==> src/rtl/dac_decimator.sv <==
// Third-order CIC (sinc^3) decimator: turns the 1-bit modulator stream back
// into 16-bit unsigned PCM, one sample per 2^DEC_LOG2 input bits.
module dac_decimator #(
    parameter int DEC_LOG2 = 9
) (
    input  logic        clk,
    input  logic        rst,
    input  logic        din,
    output logic [15:0] pcm,
    output logic        pcm_valid
);

    localparam int W = 3 * DEC_LOG2 + 1;

    // The integrators and combs wrap modulo 2^W on purpose. The comb
    // differences stay exact because the largest real output is R^3.
    logic [DEC_LOG2-1:0] cnt;
    logic [W-1:0]        i1, i2, i3;
    logic [W-1:0]        d1, d2, d3;
    logic [W-1:0]        c1, c2, y;
    logic [1:0]          warm;
    logic                tick;
    logic [15:0]         pcm_next;

    assign tick = &cnt;

    always_comb begin
        c1 = i3 - d1;
        c2 = c1 - d2;
        y  = c2 - d3;
        // y reaches 2^(W-1) only for an all-ones window.
        if (y[W-1]) pcm_next = 16'hFFFF;
        else        pcm_next = 16'(y >> (W - 17));
    end

    // pcm_valid is a one-cycle strobe, high exactly in the cycle pcm takes a
    // new value. There is no ready: the consumer must take it that cycle.
    always_ff @(posedge clk) begin
        if (rst) begin
            cnt       <= '0;
            i1        <= '0;
            i2        <= '0;
            i3        <= '0;
            d1        <= '0;
            d2        <= '0;
            d3        <= '0;
            warm      <= '0;
            pcm       <= '0;
            pcm_valid <= 1'b0;
        end else begin
            cnt       <= cnt + DEC_LOG2'(1);
            i1        <= i1 + W'(din);
            i2        <= i2 + i1;
            i3        <= i3 + i2;
            pcm_valid <= 1'b0;
            if (tick) begin
                d1 <= i3;
                d2 <= c1;
                d3 <= c2;
                if (warm != 2'd3) warm <= warm + 2'd1;
                // Ticks 1 and 2 still see start-up comb delays.
                if (warm[1]) begin
                    pcm       <= pcm_next;
                    pcm_valid <= 1'b1;
                end
            end
        end
    end

endmodule

==> config.mk <==
export PLATFORM = sky130hd
export DESIGN_NAME = dac_decimator
export DESIGN_NICKNAME = d
export VERILOG_FILES = /design/src/rtl/dac_decimator.sv
export SDC_FILE = /design/constraint.sdc
export NUM_CORES = 1
export LEC_CHECK = 0
export ABC_AREA = 1
export CAP_MARGIN = 20
export CORE_MARGIN = 2
export CORE_UTILIZATION = 50
export CTS_BUF_LIST = sky130_fd_sc_hd__clkbuf_2
export DETAILED_ROUTE_END_ITERATION = 7
export HOLD_SLACK_MARGIN = 0.05
export PLACE_DENSITY = 0.7
export REMOVE_ABC_BUFFERS = 1
export SLEW_MARGIN = 25
export SYNTH_ARGS = -nofsm -noshare
export SYNTH_HDL_FRONTEND = slang
export SYNTH_SLANG_ARGS = --single-unit
==> constraint.sdc <==
create_clock -name clk -period 6.2 [get_ports clk]
set_input_delay 0.62 -clock clk [delete_from_list [all_inputs] [get_ports clk]]
set_output_delay 0.62 -clock clk [all_outputs]
set_load 0.05 [all_outputs]
; ---- Word level (Yosys, flattened, before mapping)
; Cells that the tools add are included.
; W data, S select, Z words.
[word_totals]
ff_bits = 196
latch_bits = 0
mem_bits_rw = 0
romBits = 0
inputBits = 3
output_inout_bits = 17
word_cells = 26
memories = 0
[op_classes]
add_sub_neg = 8
n_mul = 0
n_div = 0
n_lt_le_gt_ge = 0
eq_ne = 1
shift = 0
n_mux = 2
bitwise = 1
reduce_logical = 4
[op_table]
columns = cell, n
row1 = $sub A28 B28 Y28, 3
row2 = $add A28 B28 Y28, 2
row3 = $add A28 B1 Y28, 1
row4 = $reduce_and A10 Y1, 2
row5 = $mux W16, 1
row6 = $add A9 B1 Y9 const B, 1
row7 = $reduce_and A9 Y1, 1
row8 = $add A2 B1 Y2 const B, 1
row9 = $ne A2 B2 Y1 const B, 1
row10 = $reduce_or A2 Y1, 1
row11 = $mux W1, 1
row12 = $not A1 Y1, 1

; ---- Longest topological paths before layout
[logic_depth]
word_depth = 4
ltp_mapped = 37
depth_no_buf = 37

; ---- Least setup slack after synthesis
; OpenSTA, ideal clock, no wires.
[synth_timing]
path_kind = flip-flop to flip-flop
start = register i3[0]
end = register pcm[1]
setup_time_ns = 0.056
arrival_ns = 4.859
required_ns = 6.144
setup_slack_ns = 1.285
stages_incl_launch_ff = 36
path_buffers = 1
period_less_slack_ns = 4.915
cell_sequence = dfxtp_1 -> inv_1 -> ha_1 -> inv_1 -> fa_1 -> nand3_1 -> nand2_1 -> a21oi_1 -> o21bai_1 -> a21oi_1 -> o21ai_0 -> or2_1 -> nand2_1 -> ha_1 -> nand2_1 -> inv_1 -> nand2_1 -> and3_1 -> inv_1 -> a21oi_1 -> o21bai_1 -> xor2_1 -> ha_1 -> nand2_1 -> nor4_2 -> nand3_1 -> nand3_1 -> nand2_1 -> nand3_1 -> nand2_1 -> nand3_1 -> nand3_4 -> buf_12 -> nand3_2 -> nand2_1 -> inv_1
[synth_via]
elab_chain_cells = 4
[synth_lines]
columns = element, line
row1 = from (decl), 18  ; logic [W-1:0] i1, i2, i3;
row2 = from (signal assigned), 54  ; i3 <= i3 + i2;
row3 = $sub A28 B28 Y28, 28  ; c1 = i3 - d1;
row4 = net c1[14], 20  ; logic [W-1:0] c1, c2, y;
row5 = $sub A28 B28 Y28, 29  ; c2 = c1 - d2;
row6 = net c2[17], 20
row7 = $sub A28 B28 Y28, 30  ; y = c2 - d3;
row8 = $mux W16, 32  ; if (y[W-1]) pcm_next = 16'hFFFF;
row9 = to (signal assigned), 63  ; pcm <= pcm_next;
row10 = to (decl), 9  ; output logic [15:0] pcm,
; The timed path passes the listed nets, and every way through them passes these cells.
; A chain may end at the register's enable or synchronous reset.

; ---- Final worst setup path
[layout_timing]
start = register i3[0]
end = register pcm[3]
; The elaborated chain is that of the path after synthesis.

==> results by stage <==
Die:
- The region available for standard cell placement spans 27100 um2.
- In this run the core area contains 60 standard-cell rows.
- The die area is ~29000 um2.
- The number of top-level pins is 20.
- The die is approximately 170 um wide.
- From bottom edge to top edge, the die measures 170 um.
- The initial utilization of the core area, before any placement, comes to between 50 and 60%.

Pwr:
- The power density relative to cell area is 429 nW/um2.
- The leakage power figure is 6.97 nW.
- Across the VDD grid, the largest voltage drop is 270 uV.

Routing:
- Using the TritonRoute via totals, the vias-per-cell ratio works out to 5.23.
- The number of nets still failing antenna checks after routing is 0.
- Dividing the detail-routed wire length by the instance count gives 12.9 um.
- In the routed design, unresolved DRC markers number 0.
- Summed over all layers, the routed wires come to 31.3 mm.
- The number of detailed-route iterations in the first pass is 6.
- After the first detailed-routing iteration, the DRC count stood at 555.
- The count of vias placed by the detailed router is approximately 13000.

Timing:
- The shortest period the worst path allows is between 5 and 6 ns.
- The max-slew headroom at the worst pin is 33.0%.
- The hold violation count in the final report is 0.
- The clock skew after layout is 0.0773 ns.
- The post-route worst setup slack is 0.606 ns.
- Setup repair after global routing left no endpoint under its margin.
- The slew at the pin closest to its max-slew limit is around 1 ns.
- The fmax is 179 MHz.
- Of the available clock period, the critical path in the final layout requires between 90% and 100%.
- In the final timing run, aggregate negative setup slack is 0 ns.
- The number of slew-limit violations in the final report is 0.
- The total setup violations reported at the end of the flow is 0.

GRT:
- The overall overflow remaining after global route is 0.
- The number of antenna violations at the first check in global routing is 1.
- The via count of the first global-routing pass came to 11900.
- Entering global routing, the biggest net connects about 110 pins.
- The global-route wire length before repair is 52.3 mm.
- The total global-route track usage is 21.7%.

Worst setup path:
- The startpoint type of the worst setup path is a register.
- The slowest library cell on the worst path is sky130_fd_sc_hd__fa_1.
- The number of cells traversed by the worst register-to-register path is 34.
- STA classifies the critical path endpoint as a register.
- The cell type with the highest occurrence count on the critical path is sky130_fd_sc_hd__nand2_1.
- By startpoint and endpoint, the worst setup path is classified as reg -> reg.
- Data on the critical path is required at its endpoint by between 6 and 7 ns.
- The data arrival time of the critical path is 6.33 ns.
- The biggest cell delay along the critical path is ~0.45 ns.
- The biggest fanout along the worst timing path is 8.

Logic synthesis:
- The proportion of synthesized flip-flops having asynchronous set or reset is 0%.
- Summing the areas of all xor and xnor instances in the mapped netlist gives 3.92% of the synthesized area.
- The netlist area before placement is 13800 um2.
- Counting flops and latches in the post-synthesis netlist gives between 150 and 200.
- After synthesis, the largest family of logic cells by area is compound AO/OA/AOI/OAI gates.
- The count of flip-flops with a built-in enable after synthesis is 0.
- Yosys instantiated no cell more often than sky130_fd_sc_hd__inv_1.
- A synthesized cell averages 6.78 um2.
- The portion of synthesized cell area occupied by the leading cell type is 28.4%.
- In the synthesized netlist the dominant register cell turns out to be sky130_fd_sc_hd__dfxtp_1.
- The number of different library cells in the post-synthesis netlist is 50.
- Of the synthesized area, sequential elements account for 28.4%.
- The commonest cells after synthesis are sky130_fd_sc_hd__inv_1 (316), sky130_fd_sc_hd__nand2_1 (315), sky130_fd_sc_hd__a21oi_1 (304).
- The share of synthesized cell area in full adder, half adder and majority cells is a little over an eighth.
- The compound-cell area share of the yosys netlist is a little under a quarter.
- The multiplexer fraction of the synthesized cell area is 0%.
- The number of instances in the synthesized netlist is 2040.
- By area the synthesized netlist is led by sky130_fd_sc_hd__dfxtp_1 (28%), sky130_fd_sc_hd__ha_1 (13%), sky130_fd_sc_hd__a21oi_1 (11%).
- The largest total area in the synthesized netlist belongs to sky130_fd_sc_hd__dfxtp_1.
- For this run, the number of Yosys warnings is 0.
- Summing the areas of all and, or, nand and nor instances in the mapped netlist gives between 20% and 30% of the synthesized area.

Final layout:
- The proportion of layout cells with a drive suffix above 1 is 4.53%.
- The final standard cell count with taps included and fillers excluded is 2427.
- The area growth from synthesis to layout is 5.76%.
- The final layout contains 2187 nets.

Job:
- Across the run, the number of max-cap violations was 0.

Clock tree:
- The number of hold buffers added after cts is 0.
- The tree is rooted in a sky130_fd_sc_hd__clkbuf_2.
- The number of sinks on the clock net is approximately 200.
- The TritonCTS clock tree is yes.
- For the worst-skew pair, the clock arrives at the later sink with an insertion delay of around 0.8 ns.
- The H-tree was split into 4 levels.
- The clock passes through at most 2 buffers.
- The TritonCTS buffer count is 17.
- Clock-pin slew was measured on the worst setup and hold paths at 0.33 ns.

Place:
- The final weighted congestion of routability-driven global placement is approximately 0.97.
- Including well taps, the total number of placed cells is between 2000 and 2500.
- The count of buffers added on input and output ports is 19.
- The setup slack after placement is 0.589 ns.
- The wire-length estimate of the detail-placed layout is 24.2 mm.

Status:
- The flow ran to the end, and the final reports show no timing, DRC or antenna violations.

Worst hold path:
- The path class of the tightest hold or removal check is in -> reg.
- The worst hold path passes through 2 cells.
==> cells by family (layout without fill, tap and decap cells) <==
logic type | Yosys count | count (layout)
buffers and inverters | 362 | 375
adder cells (fa/ha/maj) | 143 | 143
other | 0 | 1
flip-flops | 196 | 196
AO/OA/AOI/OAI | 584 | 584
XOR/XNOR | 62 | 62
AND/OR/NAND/NOR | 693 | 694
==> placed cells by master (no fill, tap or decap), types with 17 or more instances in the layout <==
master / netlist / routed
sky130_fd_sc_hd__o21ai_0: 204 / 204
sky130_fd_sc_hd__xor2_1: 44 / 44
sky130_fd_sc_hd__a21oi_1: 304 / 302
sky130_fd_sc_hd__nor3_1: 29 / 29
sky130_fd_sc_hd__ha_1: 139 / 139
sky130_fd_sc_hd__dfxtp_1: 196 / 196
sky130_fd_sc_hd__clkbuf_2: 0 / 17
sky130_fd_sc_hd__inv_1: 316 / 314
sky130_fd_sc_hd__xnor2_1: 18 / 18
sky130_fd_sc_hd__clkdlybuf4s50_1: 0 / 18
sky130_fd_sc_hd__nor2_1: 202 / 202
sky130_fd_sc_hd__nand2_1: 315 / 315
sky130_fd_sc_hd__nand3_1: 74 / 74
==> critical path: cells and delay by family, from the launching register on <==
family	cells	cell delay, ns
and+or+nand+nor	18	2.41
DFF	1	0.39
AOI/OAI and AO/OA	6	1.03
buffers and inverters	5	0.29
xor gates and xnor gates	1	0.19
adders and majority gates	4	1.25
==> sequential cells by signal, indices dropped and copies added (netlist names), 2 cells and up <==
| register | cells |
|---|---|
| warm | 2 |
| i2 | 28 |
| d3 | 28 |
| i3 | 28 |
| d2 | 28 |
| i1 | 28 |
| d1 | 28 |
| cnt | 9 |
| pcm | 16 |
==> worst paths after layout <==
path                             start  endpoint  slack [ns]
worst min register to register  cnt[0]    cnt[0]        0.47
worst min-delay path               rst    i1[25]        0.24
worst max-delay path             i3[0]    pcm[3]        0.61
worst max register to register   i3[0]    pcm[3]        0.61
==> repair_timing <==
item	4_1_cts	5_1_grt
setup endpoints to repair	0	16
resized for setup	0	3
setup buffers	0	0
==> through the flow <==
stage          util, %  total power, mW  cell area [um2]  hold WS [ns]
2_1_floorplan        -             4.54            13600         0.415
3_3_place_gp      52.9             5.49            14300         0.431
3_5_place_dp      52.9             5.48            14300         0.439
4_1_cts           53.9             6.20            14600         0.168
5_1_grt           54.0             6.89            14600         0.155
6_report          54.0             6.28            14600         0.240
==> power by group <==
| part | switching [mW] | internal [mW] | leakage, nW | total, mW |
|---|---|---|---|---|
| clock | 0.484 | 0.206 | 0.158 | 0.690 |
| sequential | 0.00764 | 1.27 | 1.58 | 1.28 |
| combinational | 2.87 | 1.44 | 5.23 | 4.31 |
| total | 3.36 | 2.92 | 6.97 | 6.28 |
==> routing by layer <==
| layer | wire length (um) | GRT usage [%] |
|---|---|---|
| met1 | 13800 | 24.2 |
| met2 | 16000 | 42.3 |
| met3 | 718 | 3.05 |
| met4 | 777 | 6.47 |
| met5 | 0 | 0 |
==> area by class of cell <==
type	count	area, um2
inverters	319	1200
diodes	1	2.50
clock buffers	17	85.1
fillers	2736	12500
clock inverters	15	190
multi-input cells	1483	8540
well taps	372	465
repair buffers	24	225
flip-flops and latches	196	3920
Note: power is estimated with default switching activity, not from simulation.
